File: config.mk
export PLATFORM = sky130hd
export DESIGN_NAME = noise_sel_loader
export DESIGN_NICKNAME = d
export VERILOG_FILES = /design/src/rtl/noise_sel_loader.sv
export SDC_FILE = /design/constraint.sdc
export NUM_CORES = 1
export LEC_CHECK = 0
export CAP_MARGIN = 0
export CORE_UTILIZATION = 50
export DETAILED_ROUTE_END_ITERATION = 10
export GPL_TIMING_DRIVEN = 0
export PLACE_DENSITY = 0.73
export SKIP_CTS_REPAIR_TIMING = 1
export SYNTH_ARGS = -nofsm -noshare
export SYNTH_HDL_FRONTEND = slang
export SYNTH_SLANG_ARGS = --single-unit
export TNS_END_PERCENT = 100
File: constraint.sdc
create_clock -name clk -period 3.8 [get_ports clk]
set_clock_uncertainty 0.15 [all_clocks]
set_input_delay 0.57 -clock clk [delete_from_list [all_inputs] [get_ports clk]]
set_output_delay 0.57 -clock clk [all_outputs]
set_load 0.03 [all_outputs]
File: src/rtl/noise_sel_loader.sv
// Serial loader feeding the noise-select core: assembles an MSB-first word, checks
// even parity and presents it with valid held for HOLD_CYCLES. Optional idle-bit
// watchdog is built when NOISE_SEL_LOADER_TIMEOUT_EN is defined.
module noise_sel_loader #(
    parameter int DATA_W      = 16,
    parameter int HOLD_CYCLES = 2,
    parameter int TIMEOUT     = 255
) (
    input  logic              clk,
    input  logic              rst_n,
    input  logic              load_start,
    input  logic              ser_en,
    input  logic              ser_in,
    output logic              valid,
    output logic [DATA_W-1:0] noise_data,
    output logic              busy,
    output logic              par_err,
    output logic [7:0]        frame_cnt
);

    localparam int BIT_W  = $clog2(DATA_W + 1);
    localparam int HOLD_W = $clog2(HOLD_CYCLES + 1);

    typedef enum logic [1:0] {IDLE, SHIFT, PAR, OUT} state_t;

    state_t              state_q, state_d;
    logic [DATA_W-1:0]   shift_q, shift_d;
    logic [BIT_W-1:0]    bit_cnt_q, bit_cnt_d;
    logic [HOLD_W-1:0]   hold_cnt_q, hold_cnt_d;
    logic [DATA_W-1:0]   data_q, data_d;
    logic                valid_q, valid_d;
    logic                par_err_q, par_err_d;
    logic [7:0]          frame_cnt_q, frame_cnt_d;
    logic                busy_q;

`ifdef NOISE_SEL_LOADER_TIMEOUT_EN
    localparam int WD_W = $clog2(TIMEOUT + 1);
    logic [WD_W-1:0]     wd_cnt_q, wd_cnt_d;
`endif

    always_comb begin
        state_d     = state_q;
        shift_d     = shift_q;
        bit_cnt_d   = bit_cnt_q;
        hold_cnt_d  = hold_cnt_q;
        data_d      = data_q;
        valid_d     = valid_q;
        par_err_d   = par_err_q;
        frame_cnt_d = frame_cnt_q;

        case (state_q)
            IDLE: begin
                if (load_start) begin
                    shift_d   = '0;
                    bit_cnt_d = '0;
                    par_err_d = 1'b0;
                    state_d   = SHIFT;
                end
            end
            SHIFT: begin
                // A restart wins over any bit presented in the same cycle.
                if (load_start) begin
                    shift_d   = '0;
                    bit_cnt_d = '0;
                    par_err_d = 1'b0;
                end else if (ser_en) begin
                    shift_d   = {shift_q[DATA_W-2:0], ser_in};
                    bit_cnt_d = bit_cnt_q + 1'b1;
                    if (bit_cnt_q == BIT_W'(DATA_W - 1))
                        state_d = PAR;
                end
            end
            PAR: begin
                if (load_start) begin
                    shift_d   = '0;
                    bit_cnt_d = '0;
                    par_err_d = 1'b0;
                    state_d   = SHIFT;
                end else if (ser_en) begin
                    if (ser_in == (^shift_q)) begin
                        data_d      = shift_q;
                        valid_d     = 1'b1;
                        frame_cnt_d = frame_cnt_q + 8'd1;
                        hold_cnt_d  = '0;
                        state_d     = OUT;
                    end else begin
                        par_err_d = 1'b1;
                        state_d   = IDLE;
                    end
                end
            end
            OUT: begin
                if (hold_cnt_q == HOLD_W'(HOLD_CYCLES - 1)) begin
                    valid_d = 1'b0;
                    state_d = IDLE;
                end else begin
                    hold_cnt_d = hold_cnt_q + 1'b1;
                end
            end
            default: state_d = IDLE;
        endcase

`ifdef NOISE_SEL_LOADER_TIMEOUT_EN
        // Abort only fires on cycles with no ser_en/load_start, so it never collides
        // with the shift or parity decisions above.
        wd_cnt_d = '0;
        if (state_q == SHIFT || state_q == PAR) begin
            if (load_start || ser_en) begin
                wd_cnt_d = '0;
            end else if (wd_cnt_q == WD_W'(TIMEOUT - 1)) begin
                par_err_d = 1'b1;
                state_d   = IDLE;
            end else begin
                wd_cnt_d = wd_cnt_q + 1'b1;
            end
        end
`endif
    end

    always_ff @(posedge clk or negedge rst_n) begin
        if (!rst_n) begin
            state_q     <= IDLE;
            shift_q     <= '0;
            bit_cnt_q   <= '0;
            hold_cnt_q  <= '0;
            data_q      <= '1;
            valid_q     <= 1'b0;
            par_err_q   <= 1'b0;
            frame_cnt_q <= 8'd0;
            busy_q      <= 1'b0;
        end else begin
            state_q     <= state_d;
            shift_q     <= shift_d;
            bit_cnt_q   <= bit_cnt_d;
            hold_cnt_q  <= hold_cnt_d;
            data_q      <= data_d;
            valid_q     <= valid_d;
            par_err_q   <= par_err_d;
            frame_cnt_q <= frame_cnt_d;
            busy_q      <= (state_q != IDLE);
        end
    end

`ifdef NOISE_SEL_LOADER_TIMEOUT_EN
    always_ff @(posedge clk or negedge rst_n) begin
        if (!rst_n) wd_cnt_q <= '0;
        else        wd_cnt_q <= wd_cnt_d;
    end
`endif

    assign valid      = valid_q;
    assign noise_data = data_q;
    assign busy       = busy_q;
    assign par_err    = par_err_q;
    assign frame_cnt  = frame_cnt_q;

endmodule

Yosys cells after proc, flatten, opt, wreduce, memory -nomap -nowiden
Cells that the tools add are included.
{"block": "totals", "reg_bits": 52, "output_inout_bits": 27, "in_bits": 5, "elab_cells": 79}
{"block": "op_classes", "bitwise": 1, "n_mux": 32, "n_eq_ne": 20, "add_sub_neg": 3, "reduce_logical": 14}
{"op": "$mux 16", "n": 3}
{"op": "$pmux 16 s2", "n": 1}
{"op": "$mux 2", "n": 12}
{"op": "$ne 2x2->1 const B", "n": 9}
{"op": "$reduce_xor 16->1", "n": 1}
{"op": "$mux 5", "n": 3}
{"op": "$pmux 5 s2", "n": 1}
{"op": "$reduce_and 5->1", "n": 2}
{"op": "$ne 3x3->1 const B", "n": 3}
{"op": "$add 8x1->8 const B", "n": 1}
{"op": "$mux 1", "n": 8}
{"op": "$pmux 2 s4", "n": 1}
{"op": "$reduce_and 4->1", "n": 2}
{"op": "$reduce_bool 2->1", "n": 4}
{"op": "$reduce_and 6->1", "n": 1}
{"op": "$add 5x1->5 const B", "n": 1}
{"op": "$eq 5x4->1 const B", "n": 1}
{"op": "$eq 2x1->1 const B", "n": 2}
{"op": "$eq 2x2->1 const B", "n": 2}
{"op": "$ne 2x1->1 const B", "n": 2}
{"op": "$pmux 1 s2", "n": 2}
{"op": "$pmux 2 s2", "n": 1}
{"op": "$reduce_or 2->1", "n": 2}
{"op": "$reduce_and 3->1", "n": 1}
{"op": "4 further kinds", "n": 4}

Logic depth before layout (Yosys ltp)
{"block": "logic_depth", "ltp_word": 6, "mapped_depth": 7, "depth_no_buf": 6}

Worst setup path after synthesis
OpenSTA, ideal clock, no wires.
{"block": "synth_path", "kind": "input to register", "startpoint": "in ser_in", "endpoint": "reg data_q[10] (netlist: noise_data[10])", "setup_time_ns": 0.082, "t_arrival_ns": 2.222, "path_buffers": 2, "path_slack_ns": 1.346, "required_time_ns": 3.568, "cell_stages": 7, "cell_sequence": "xor2_1 xnor2_1 xnor3_1 buf_6 mux2i_4 buf_12 mux2_4"}
{"block": "synth_between", "elab_chain_len": 2}
{"element": "from (decl)", "line_no": "13", "text": "input logic ser_in,"}
{"element": "$eq 1x1->1", "line_no": "80", "text": "if (ser_in == (^shift_q)) begin"}
{"element": "$reduce_and 4->1 (no source line)"}
{"element": "to (signal assigned)", "line_no": "136", "text": "data_q <= data_d;"}
{"element": "to (decl)", "line_no": "30", "text": "logic [DATA_W-1:0] data_q, data_d;"}
Every way passes these cells.
A chain may end at the register's enable or synchronous reset.

Final worst setup path
{"block": "layout_path", "startpoint": "in ser_in", "endpoint": "reg data_q[8] (netlist: noise_data[8])"}
The elaborated chain is that of the path after synthesis.

==> metrics.csv <==
stage;metric;value;unit
placement;gpl congestion;0.801;
floorplanning;row count;25;
routing;DR vias;1800;
cts;number of H-tree levels;2;
finish;area delta synth->final;19.0;%
grt;grt total ovfl;0;
cts;Clock Sinks;52;
finish;number of diodes;0;
yosys;ranking of synthesized cells by area;dfrtp_1, dfstp_2, nand2_1;
grt;initial antenna violation count;0;
power_and_ir_drop;Peak VDD IR;0.204;mV
yosys;Yosys top cell area share;0.345;
placement;dpl hpwl;3300;um
setup_path;CP Class;in -> reg;
yosys;mapped cell area;2610;um^2
power_and_ir_drop;Comb power frac;0.089;
yosys;Synth warnings;0;
setup_path;CP required;3880;ps
cts;Num CTS Buffers;5;
grt;first-pass GRT wire length;8220;um
sta;max_slew headroom;0.510;
power_and_ir_drop;Clk network pwr share;0.322;
cts;clk slew on worst S/H paths;100;ps
cts;CTS tree;built;
routing;routed len/inst;13.7;um
placement;placed inst area;3020;um^2
sta;Hold Slack;76.5;ps
floorplanning;core region area;4880;um^2
routing;DR DRC count;0;
power_and_ir_drop;switching part of the total;0.248;
routing;vias per cell;5.25;
sta;RSZ-0062 raised after global routing;no;
finish;design area;3110;um^2
sta;Final Max Slew Viols;0;
sta;Max Freq;351;MHz
yosys;Synth area leader;dfrtp_1;
power_and_ir_drop;Net Switching;0.238;mW
routing;post-route ant nets;0;
floorplanning;initial cell density of the core;0.535;
power_and_ir_drop;Leak;1.42;nW
status;status;complete, no violations;
floorplanning;I/O pins;32;
placement;PortBufs;31;
floorplanning;DIE HEIGHT;74.3;um
yosys;sequential area share after synthesis;0.506;
floorplanning;die width;74.3;um
sta;Slew @ Worst Pin;735;ps
yosys;Synth Flop Type;dfrtp_1;
grt;largest net degree at the start of global routing;31;
yosys;Synth Register Bits;52;
power_and_ir_drop;pwr/cell area;309;nW/um^2
sta;setup TNS;0;ps
cts;clk root buf;clkbuf_8;
grt;number of global-route vias before repair;1736;
finish;Total Nets Final;284;
flow_run;max-cap violations;0;
yosys;Post-synth EDFFs;0;
yosys;distinct cell type count after synthesis;42;
yosys;cells after synthesis;236;
setup_path;Startpoint Class;input port;
sta;clock period minus worst slack;2850;ps
sta;setup violators final;0;
sta;period utilization;0.750;
floorplanning;Die ar.;5510;um^2
sta;Final Hold Fails;0;
routing;DRT iter0 DRCs;70;
yosys;asr flop ratio synth;1.00;
yosys;Avg Inst Size Synth;11.1;um^2
finish;final core utilization;0.637;
cts;worst-skew pair later-pin latency;310;ps
worst_hold_path;Hold Path Class;in -> async;
finish;share of layout cells above drive strength 1;0.192;
power_and_ir_drop;sequential share of power;0.589;
cts;Clock Path Buffers;2;
setup_path;crit end category;flop;
setup_path;Crit Path Max Fanout;10;
yosys;Synth Net Count;245;
power_and_ir_drop;Int Pwr;0.723;mW
routing;Detailed Route WL;4720;um
routing;first-pass iteration count of the detailed router;4;
grt;Total GRT Usage;0.198;
setup_path;WP data arrival;2930;ps
-- final timing paths --
| kind | end | slack, ps | startpoint | cells past startpoint |
|---|---|---|---|---|
| worst min register to register | frame_cnt[7] | 320 | frame_cnt[7] | 1 |
| worst max-delay path | noise_data[8] | 950 | ser_in | 8 |
| min in group clk | frame_cnt[7] | 320 | frame_cnt[7] | 1 |
| worst min-delay path | shift_q[8] | 80 | rst_n | 1 |
| worst max register to register | noise_data[8] | 1280 | shift_q[0] | 7 |
| max in group asynchronous | noise_data[0] | 2830 | rst_n | 2 |
-- Yosys cell counts, types with 3 or more instances --
library cell	number
nand3b_1	3
mux2_2	10
mux2_4	8
mux2i_1	6
nor2_1	10
xnor2_1	13
nand3_1	18
nor3_1	3
dfstp_2	16
xor2_1	4
inv_1	6
a21oi_1	7
dfrtp_1	36
nand2_1	46
o21ai_0	7
nand4b_1	3
ha_1	4
clkbuf_1	7
-- through the flow --
step                cells  power (mW)  setup slack, ps
finish                343       0.961              950
global route          343        1.00              845
CTS                   343       0.972              958
detailed placement    335       0.662              626
global placement      334       0.659              511
floorplan             236       0.630             1350
-- power groups by stage --
stage,Sequential [mW],Combinational [mW],Clock [mW]
detailed placement,0.576,0.0866,0
CTS,0.566,0.0868,0.319
global route,0.567,0.0945,0.338
floorplan,0.574,0.0560,0
finish,0.566,0.0859,0.309
global placement,0.576,0.0839,0
-- registers in the layout, summed over array words and instances, names as in the netlist --
register	cells
bit_cnt_q	5
busy	1
frame_cnt	8
hold_cnt_q	2
noise_data	16
par_err	1
shift_q	16
state_q	2
valid	1
-- per-layer routing --
metal / track usage / share of wire / up-vias / wire, um
li1: - / - / 887 / -
met1: 0.286 / 0.51 / 872 / 2390
met2: 0.300 / 0.45 / 37 / 2130
met3: 0.0298 / 0.032 / 4 / 151
met4: 0.0797 / 0.010 / 0 / 49
met5: 0 / 0 / - / 0
-- layout by cell type, fill, tap and decap left out, types with 2 or more instances in the layout --
cell             netlist  final
buf_12                 1      2
nand4b_1               3      3
clkbuf_1               7      7
clkbuf_8               0      5
mux2_4                 8      8
nand4_1                2      2
dfstp_2               16     16
xnor3_1                2      2
clkinv_2               0      2
nand3b_1               3      3
dfrtp_1               36     36
xnor2_2                2      2
clkdlybuf4s50_1        0     30
nor3_1                 3      3
inv_1                  6      6
o21ai_0                7      7
nand3_1               18     18
nand2_1               46     46
nor3_2                 2      2
nand2b_1               2      2
ha_1                   4      4
mux2_2                10     10
nor2_1                10     10
xor2_1                 4      4
a21oi_1                7      7
xnor2_1               13     13
mux2i_1                6      6
-- layout make-up --
| cell class | count | area, um^2 |
|---|---|---|
| Sequential cell | 52 | 1320 |
| Tap cell | 67 | 83.8 |
| Multi-Input combinational cell | 169 | 1210 |
| Clock buffer | 5 | 68.8 |
| Inverter | 6 | 22.5 |
| Clock inverter | 3 | 18.8 |
| Timing Repair Buffer | 32 | 325 |
| Buffer | 9 | 57.6 |
| Fill cell | 404 | 1770 |
-- cells by family (layout without fill, tap and decap cells) --
family	count (synthesis)	count (layout)	share of synthesized area
multiplexers	25	25	0.121
adder cells (fa/ha/maj)	4	4	0.0192
buffers and inverters	15	55	0.0307
AO/OA/AOI/OAI	20	20	0.0451
AND/OR/NAND/NOR	98	98	0.182
XOR/XNOR	22	22	0.0964
flip-flops	52	52	0.506
-- worst max-delay path: stages --
cell and delay (ps):
clkdlybuf4s50_1 490, xor2_1 220, xnor2_1 150, xnor3_1 420, buf_6 170, mux2i_4 390
buf_12 210, mux2_4 310
Note: power is estimated with default switching activity, not from simulation.
